--- src/rtl/demux_pkg.sv ---
// Shared constants and helpers for the 1-to-8 demux stage and its decoder.
package demux_pkg;

    localparam int NCH  = 8;
    localparam int SELW = 3;

    function automatic logic [NCH-1:0] onehot8(input logic [SELW-1:0] sel);
        onehot8      = '0;
        onehot8[sel] = 1'b1;
    endfunction

endpackage

--- src/rtl/demux_1to8_stage_dec.sv ---
// 3-to-8 combinational one-hot decoder (demux_onehot_dec), reusable outside the demux stage.
module demux_onehot_dec
    import demux_pkg::*;
(
    input  logic [SELW-1:0] sel,
    output logic [NCH-1:0]  onehot
);

    for (genvar gi = 0; gi < NCH; gi++) begin : g_dec
        assign onehot[gi] = (sel == SELW'(gi));
    end

endmodule

--- src/rtl/demux_1to8_stage.sv ---
// Registered 1-to-8 demultiplexer with per-channel valid/ready handshakes.
// Broadcast delivery to all eight channels is enabled by defining DEMUX_BCAST_EN.
module demux_1to8_stage
    import demux_pkg::*;
#(
    parameter int WIDTH = 16
) (
    input  logic             clk,
    input  logic             rst_n,
    input  logic             in_valid,
    output logic             in_ready,
    input  logic [WIDTH-1:0] in_data,
    input  logic [SELW-1:0]  in_sel,
    input  logic             in_bcast,
    output logic [NCH-1:0]   out_valid,
    input  logic [NCH-1:0]   out_ready,
    output logic [WIDTH-1:0] out_data,
    output logic [SELW-1:0]  out_sel,
    output logic             busy
);

    logic [NCH-1:0]   pending_reg, pending_next;
    logic [WIDTH-1:0] data_reg, data_next;
    logic [SELW-1:0]  sel_reg, sel_next;
    logic [NCH-1:0]   remain;
    logic [NCH-1:0]   sel_onehot;
    logic [NCH-1:0]   load_mask;
    logic             bcast_req;
    logic             accept;

    demux_onehot_dec u_dec (
        .sel    (in_sel),
        .onehot (sel_onehot)
    );

`ifdef DEMUX_BCAST_EN
    assign bcast_req = in_bcast;
`else
    // Broadcast disabled: the request is masked so every accept is unicast.
    assign bcast_req = in_bcast & 1'b0;
`endif

    assign load_mask = bcast_req ? {NCH{1'b1}} : sel_onehot;

    // Bits still outstanding after this edge; empty means the slot frees now.
    assign remain   = pending_reg & ~out_ready;
    assign in_ready = (remain == '0);
    assign accept   = in_valid & in_ready;

    always_comb begin
        pending_next = remain;
        data_next    = data_reg;
        sel_next     = sel_reg;
        if (accept) begin
            pending_next = load_mask;
            data_next    = in_data;
            sel_next     = in_sel;
        end
    end

    always_ff @(posedge clk or negedge rst_n) begin
        if (!rst_n) begin
            pending_reg <= '0;
            data_reg    <= '0;
            sel_reg     <= '0;
        end else begin
            pending_reg <= pending_next;
            data_reg    <= data_next;
            sel_reg     <= sel_next;
        end
    end

    assign out_valid = pending_reg;
    assign out_data  = data_reg;
    assign out_sel   = sel_reg;
    assign busy      = |pending_reg;

endmodule
--- config.mk ---
export PLATFORM = sky130hd
export DESIGN_NAME = demux_1to8_stage
export DESIGN_NICKNAME = d
export VERILOG_FILES = /design/src/rtl/demux_pkg.sv /design/src/rtl/demux_1to8_stage_dec.sv /design/src/rtl/demux_1to8_stage.sv
export SDC_FILE = /design/constraint.sdc
export NUM_CORES = 1
export LEC_CHECK = 0
export ABC_CLOCK_PERIOD_IN_PS = 2910
export CORE_MARGIN = 5
export CORE_UTILIZATION = 40
export CTS_CLUSTER_DIAMETER = 60
export DETAILED_ROUTE_END_ITERATION = 10
export PLACE_DENSITY = 0.9
export SYNTH_ARGS = -nofsm -noshare
export SYNTH_HDL_FRONTEND = slang
export SYNTH_SLANG_ARGS = --single-unit
--- constraint.sdc ---
create_clock -name clk -period 2.91 [get_ports clk]
set_input_delay 0.582 -clock clk [delete_from_list [all_inputs] [get_ports clk]]
set_output_delay 0.582 -clock clk [all_outputs]
set_load 0.05 [all_outputs]
## Yosys cells after proc, flatten, opt, wreduce, memory -nomap -nowiden

Index checks and enable logic that the tools add are counted.

- Reductions and logical operators: 3
- Bitwise logic cells: 3
- Mux-type cells: 1
- Equality and inequality tests: 7

Operators with widths:

| operator | count |
|---|---|
| 3-bit equality test, second input constant | 4 |
| 8-bit AND | 1 |
| 8-bit zero test | 1 |
| 8-bit two-way mux | 1 |
| 8-bit NOT | 1 |
| 8-bit OR reduction | 1 |
| 3-bit by 2-bit equality test with 1-bit output, second input constant | 2 |
| 3-bit by 1-bit equality test with 1-bit output, second input constant | 1 |
| 3-bit zero test | 1 |
| 1-bit AND | 1 |

- Input port bits: 31
- Bits in registers: 27
- Output and inout port bits: 29
- Logic and storage cells: 17

## Logic depth before layout (Yosys ltp)

- Word-level depth: 5
- Depth in mapped cells: 5

## Cells and area by module

From an unflattened synthesis, not the netlist that was laid out.

- Cells, all modules: 85
- Area, all modules: 1,211.2 µm²

Modules (own cells, without submodules):

| module | cells each | instances | area an instance (µm²) | seq. area each (µm²) |
|---|---|---|---|---|
| demux_1to8_stage | 77 | 1 | 1,146.1 | 675.6 |
| demux_onehot_dec | 8 | 1 | 65.1 | 0.0 |

## Worst setup path after synthesis

No wires, ideal clock.

- Path kind: register -> output
- From: register pending_reg[7] (netlist: out_valid[7])
- To: output in_ready
- Setup slack: 0.810 ns
- Stages on the path, launching flop included: 4
- Arrival time: 1.518 ns
- Data required time: 2.328 ns
- Buffers on the path: 0
- Cells stage by stage: dfrtp_1 nor2b_1 and4bb_2 and2_1

- Longest elaborated chain between the ends: 2

RTL lines:

| what | line | RTL |
|---|---|---|
| start, declared | demux_1to8_stage.sv:22 | `logic [NCH-1:0] pending_reg, pending_next;` |
| start signal, assigned | demux_1to8_stage.sv:67 | `pending_reg <= pending_next;` |
| 8-bit AND | demux_1to8_stage.sv:46 | `assign remain = pending_reg & ~out_ready;` |
| 8-bit zero test | demux_1to8_stage.sv:47 | `assign in_ready = (remain == '0);` |
| end, declared | demux_1to8_stage.sv:11 | `output logic in_ready,` |

Every way passes these cells.

## Final worst setup path

- From: register pending_reg[3] (netlist: out_valid[3])
- To: output busy

- Longest elaborated chain between the ends: 1

RTL lines:

| what | line | RTL |
|---|---|---|
| 8-bit OR reduction | demux_1to8_stage.sv:76 | `assign busy = \|pending_reg;` |
| end, declared | demux_1to8_stage.sv:19 | `output logic busy` |

Every way passes these cells.

==> reports/metrics.yaml <==
outcome:
  status: "finished clean"
clock_tree:
  cts_root_buf: "clkbuf_4"
  clk_pin_slew_ns: 0.16
  cts.htree.levels: 1
  cts_tree: "yes"
  cts.sinks: 27
  cts.path.max_buffers: 2
  cts_setup_buffers: 0
  cts_hold_buffers: 0
  clock_latency_ns: 0.32
  numCtsBuffers: 3
  ctsResizeCount: 0
setup_path:
  cp.arrival_ns: 1.81
  crit_type: "reg2out"
  worstPathMaxFanout: 3
  endpoint_kind: "output pin"
  worstPathRequired_ns: 2.33
  cp-start-kind: "register"
timing:
  setup_ws_ns: 0.5157
  rsz0062_at_grt: "no"
  fin_crit_sh_pct: 82.28
  slew_headroom_pct: 65.46
  slew_violations: 0
  fin_skew_ns: 0.006568
  whs_ns: 0.5348
  setup_viol: 0
  fin_crit_ns: 2.394
  hold_violations: 0
  fin_tns_setup_ns: 0
  fmaxAchievable_mhz: 417.7
  worst_pin_slew_ns: 0.5165
die:
  die_y_um: 64.46
  dieArea_mm2: 0.004154
  core_mm2: 0.002805
  die_w_um: 64.46
  io_pins: 60
  initial_core_util_pct: 42.28
  row_count: 19
cells_and_area:
  fill_cells: 235
  diodes: 0
  nets: 172
  syn_to_final_growth_pct: 53.80
  final_area_mm2: 0.001824
  drive_gt1_share_pct: 20.71
logic_synthesis:
  ys_ff_latch: 27
  yosysTopAreaCell: "dfrtp_1"
  synth_compound_area_share_pct: 5.907
  syn_inst: 81
  synth_top_area_share_pct: 56.96
  synthSimpleGateAreaFrac_pct: 12.45
  synthesis.area_mm2: 0.001186
  avgSynthCellArea_um2: 14.64
  yosys_warnings: 0
  syn_nets: 112
  ys_seq_area_share_pct: 56.96
  yosys-top-cells-area: "dfrtp_1 57%, mux2_4 15%, mux2_2 6.6%, nand2b_1 3.2%, o41ai_2 2.7%"
  synth_top_family_by_area: "multiplexers"
  synth_mux_area_share_pct: 21.84
  synth-xor-area-share_pct: 0
  synth_fa_ha_area_share_pct: 0
  synth.distinct_cells: 22
detailed_routing:
  dr.first_iter.drc_count: 18
  vias: 835
  drcViolationCount: 0
  detail_route.wl_per_cell_um: 16.02
  drt-vias-per-instance: 4.883
  drtAntennaViolNets: 0
  firstDrtPassIters: 4
  wl_um: 2740
global_route:
  grt_overflow: 0
  grtUsageTotal_pct: 14.49
  grt_pass1_vias: 975
  grt_max_degree: 28
  grt_pass1_wl_um: 4719
  antenna_found_initial: 0
placement:
  pre_cts_slack_ns: 0.5426
  place_congestion: 0.7276
  dpl_cell_area_mm2: 0.001793
  numPortBuffers: 58
  place_hpwl_um: 2190
worst_hold_path:
  hold_path_class: "reg2reg"
pwr:
  leakage_nw: 0.7896
  p_per_area_mw_per_mm2: 729.4
  ir_worst_vdd_mv: 0.4462
run:
  maxCapViolations: 0
[path summary, 6_finish.rpt]
| kind | slack [ns] | start | end | cells after the start |
|---|---|---|---|---|
| max | 0.52 | out_valid[3] | busy | 3 |
| min reg2reg | 0.53 | out_data[8] | out_data[8] | 1 |
| min | 0.53 | out_data[8] | out_data[8] | 1 |
| min in group asynchronous | 0.60 | rst_n | out_data[11] | 2 |
| max reg2reg | 1.15 | out_valid[2] | out_data[7] | 4 |
| max in group asynchronous | 2.06 | rst_n | out_valid[2] | 2 |
[registers in the layout, indices dropped and copies added, names as in the netlist]
name	flops
out_valid	8
out_data	16
out_sel	3
[power by group]
| part | internal [mW] | switching [mW] | total (mW) |
|---|---|---|---|
| clock network | 0.0560 | 0.116 | 0.172 |
| logic | 0.272 | 0.395 | 0.667 |
| registers | 0.448 | 0.0446 | 0.492 |
[per-stage QoR]
stage | power, mW | cells | util, %
3_3_place_gp | 1.158 | 167 | 63.92
6_report | 1.331 | 171 | 65.03
5_1_grt | 1.393 | 171 | 65.03
2_1_floorplan | 0.9271 | 81 | -
3_5_place_dp | 1.170 | 167 | 63.92
4_1_cts | 1.348 | 171 | 65.03
[layout by cell type (no fill, tap or decap), drive strengths merged]
cell type	Yosys	layout
nand3	3	3
buf	3	2
nand2	3	3
clkbuf	1	3
o21bai	2	2
o41ai	2	2
nand3b	2	2
inv	1	2
o31ai	1	1
nor2b	2	2
nor2	1	1
clkdlybuf4s50	0	57
mux2	19	19
nand2b	6	6
nor4	2	2
and4bb	1	1
and2	1	1
and4	1	1
dfrtp	27	27
o21ai	3	3
[layer usage]
layer / track usage, % / vias up / share of wire [%]
li1: - / 405 / -
met3: 4.663 / 2 / 7.7
met5: 0 / - / 0
met1: 16.24 / 396 / 39
met2: 26.29 / 32 / 53
met4: 4.222 / 0 / 0.36
[cell type report]
class                      count  area (um^2)  share of cell area [%]
timing repair buffer          59        598.1                   32.78
clock buffer                   3        22.52                   1.235
sequential                    27        675.6                   37.04
multi-input combinational     49        476.7                   26.13
tap                           31        38.79                   2.126
inverter                       1        3.754                  0.2058
clock inverter                 1        8.758                  0.4801
[cells in the mapped netlist]
cell	n
o41ai_2	2
nand3_4	1
and2_1	1
and4_1	1
nand2_1	3
nand3_1	2
nor2b_1	2
nand3b_1	2
buf_6	2
nor4_1	2
dfrtp_1	27
mux2_2	7
o21ai_0	3
clkbuf_1	1
nand2b_1	6
o21bai_1	2
o31ai_1	1
nor2_1	1
inv_1	1
mux2_4	12
and4bb_2	1
buf_1	1
[worst max-delay path, stage by stage (launching register included)]
cell,delay (ns)
dfrtp_1,0.43
nor4_1,0.28
nand2_1,0.08
clkdlybuf4s50_1,0.70
[cells by family (layout without fill, tap and decap cells)]
| family | Yosys count | in the layout |
|---|---|---|
| multiplexers | 19 | 19 |
| buffers and inverters | 5 | 64 |
| AND/OR/NAND/NOR | 22 | 22 |
| flip-flops | 27 | 27 |
| AO/OA/AOI/OAI | 8 | 8 |
Note: power is estimated with default switching activity, not from simulation.
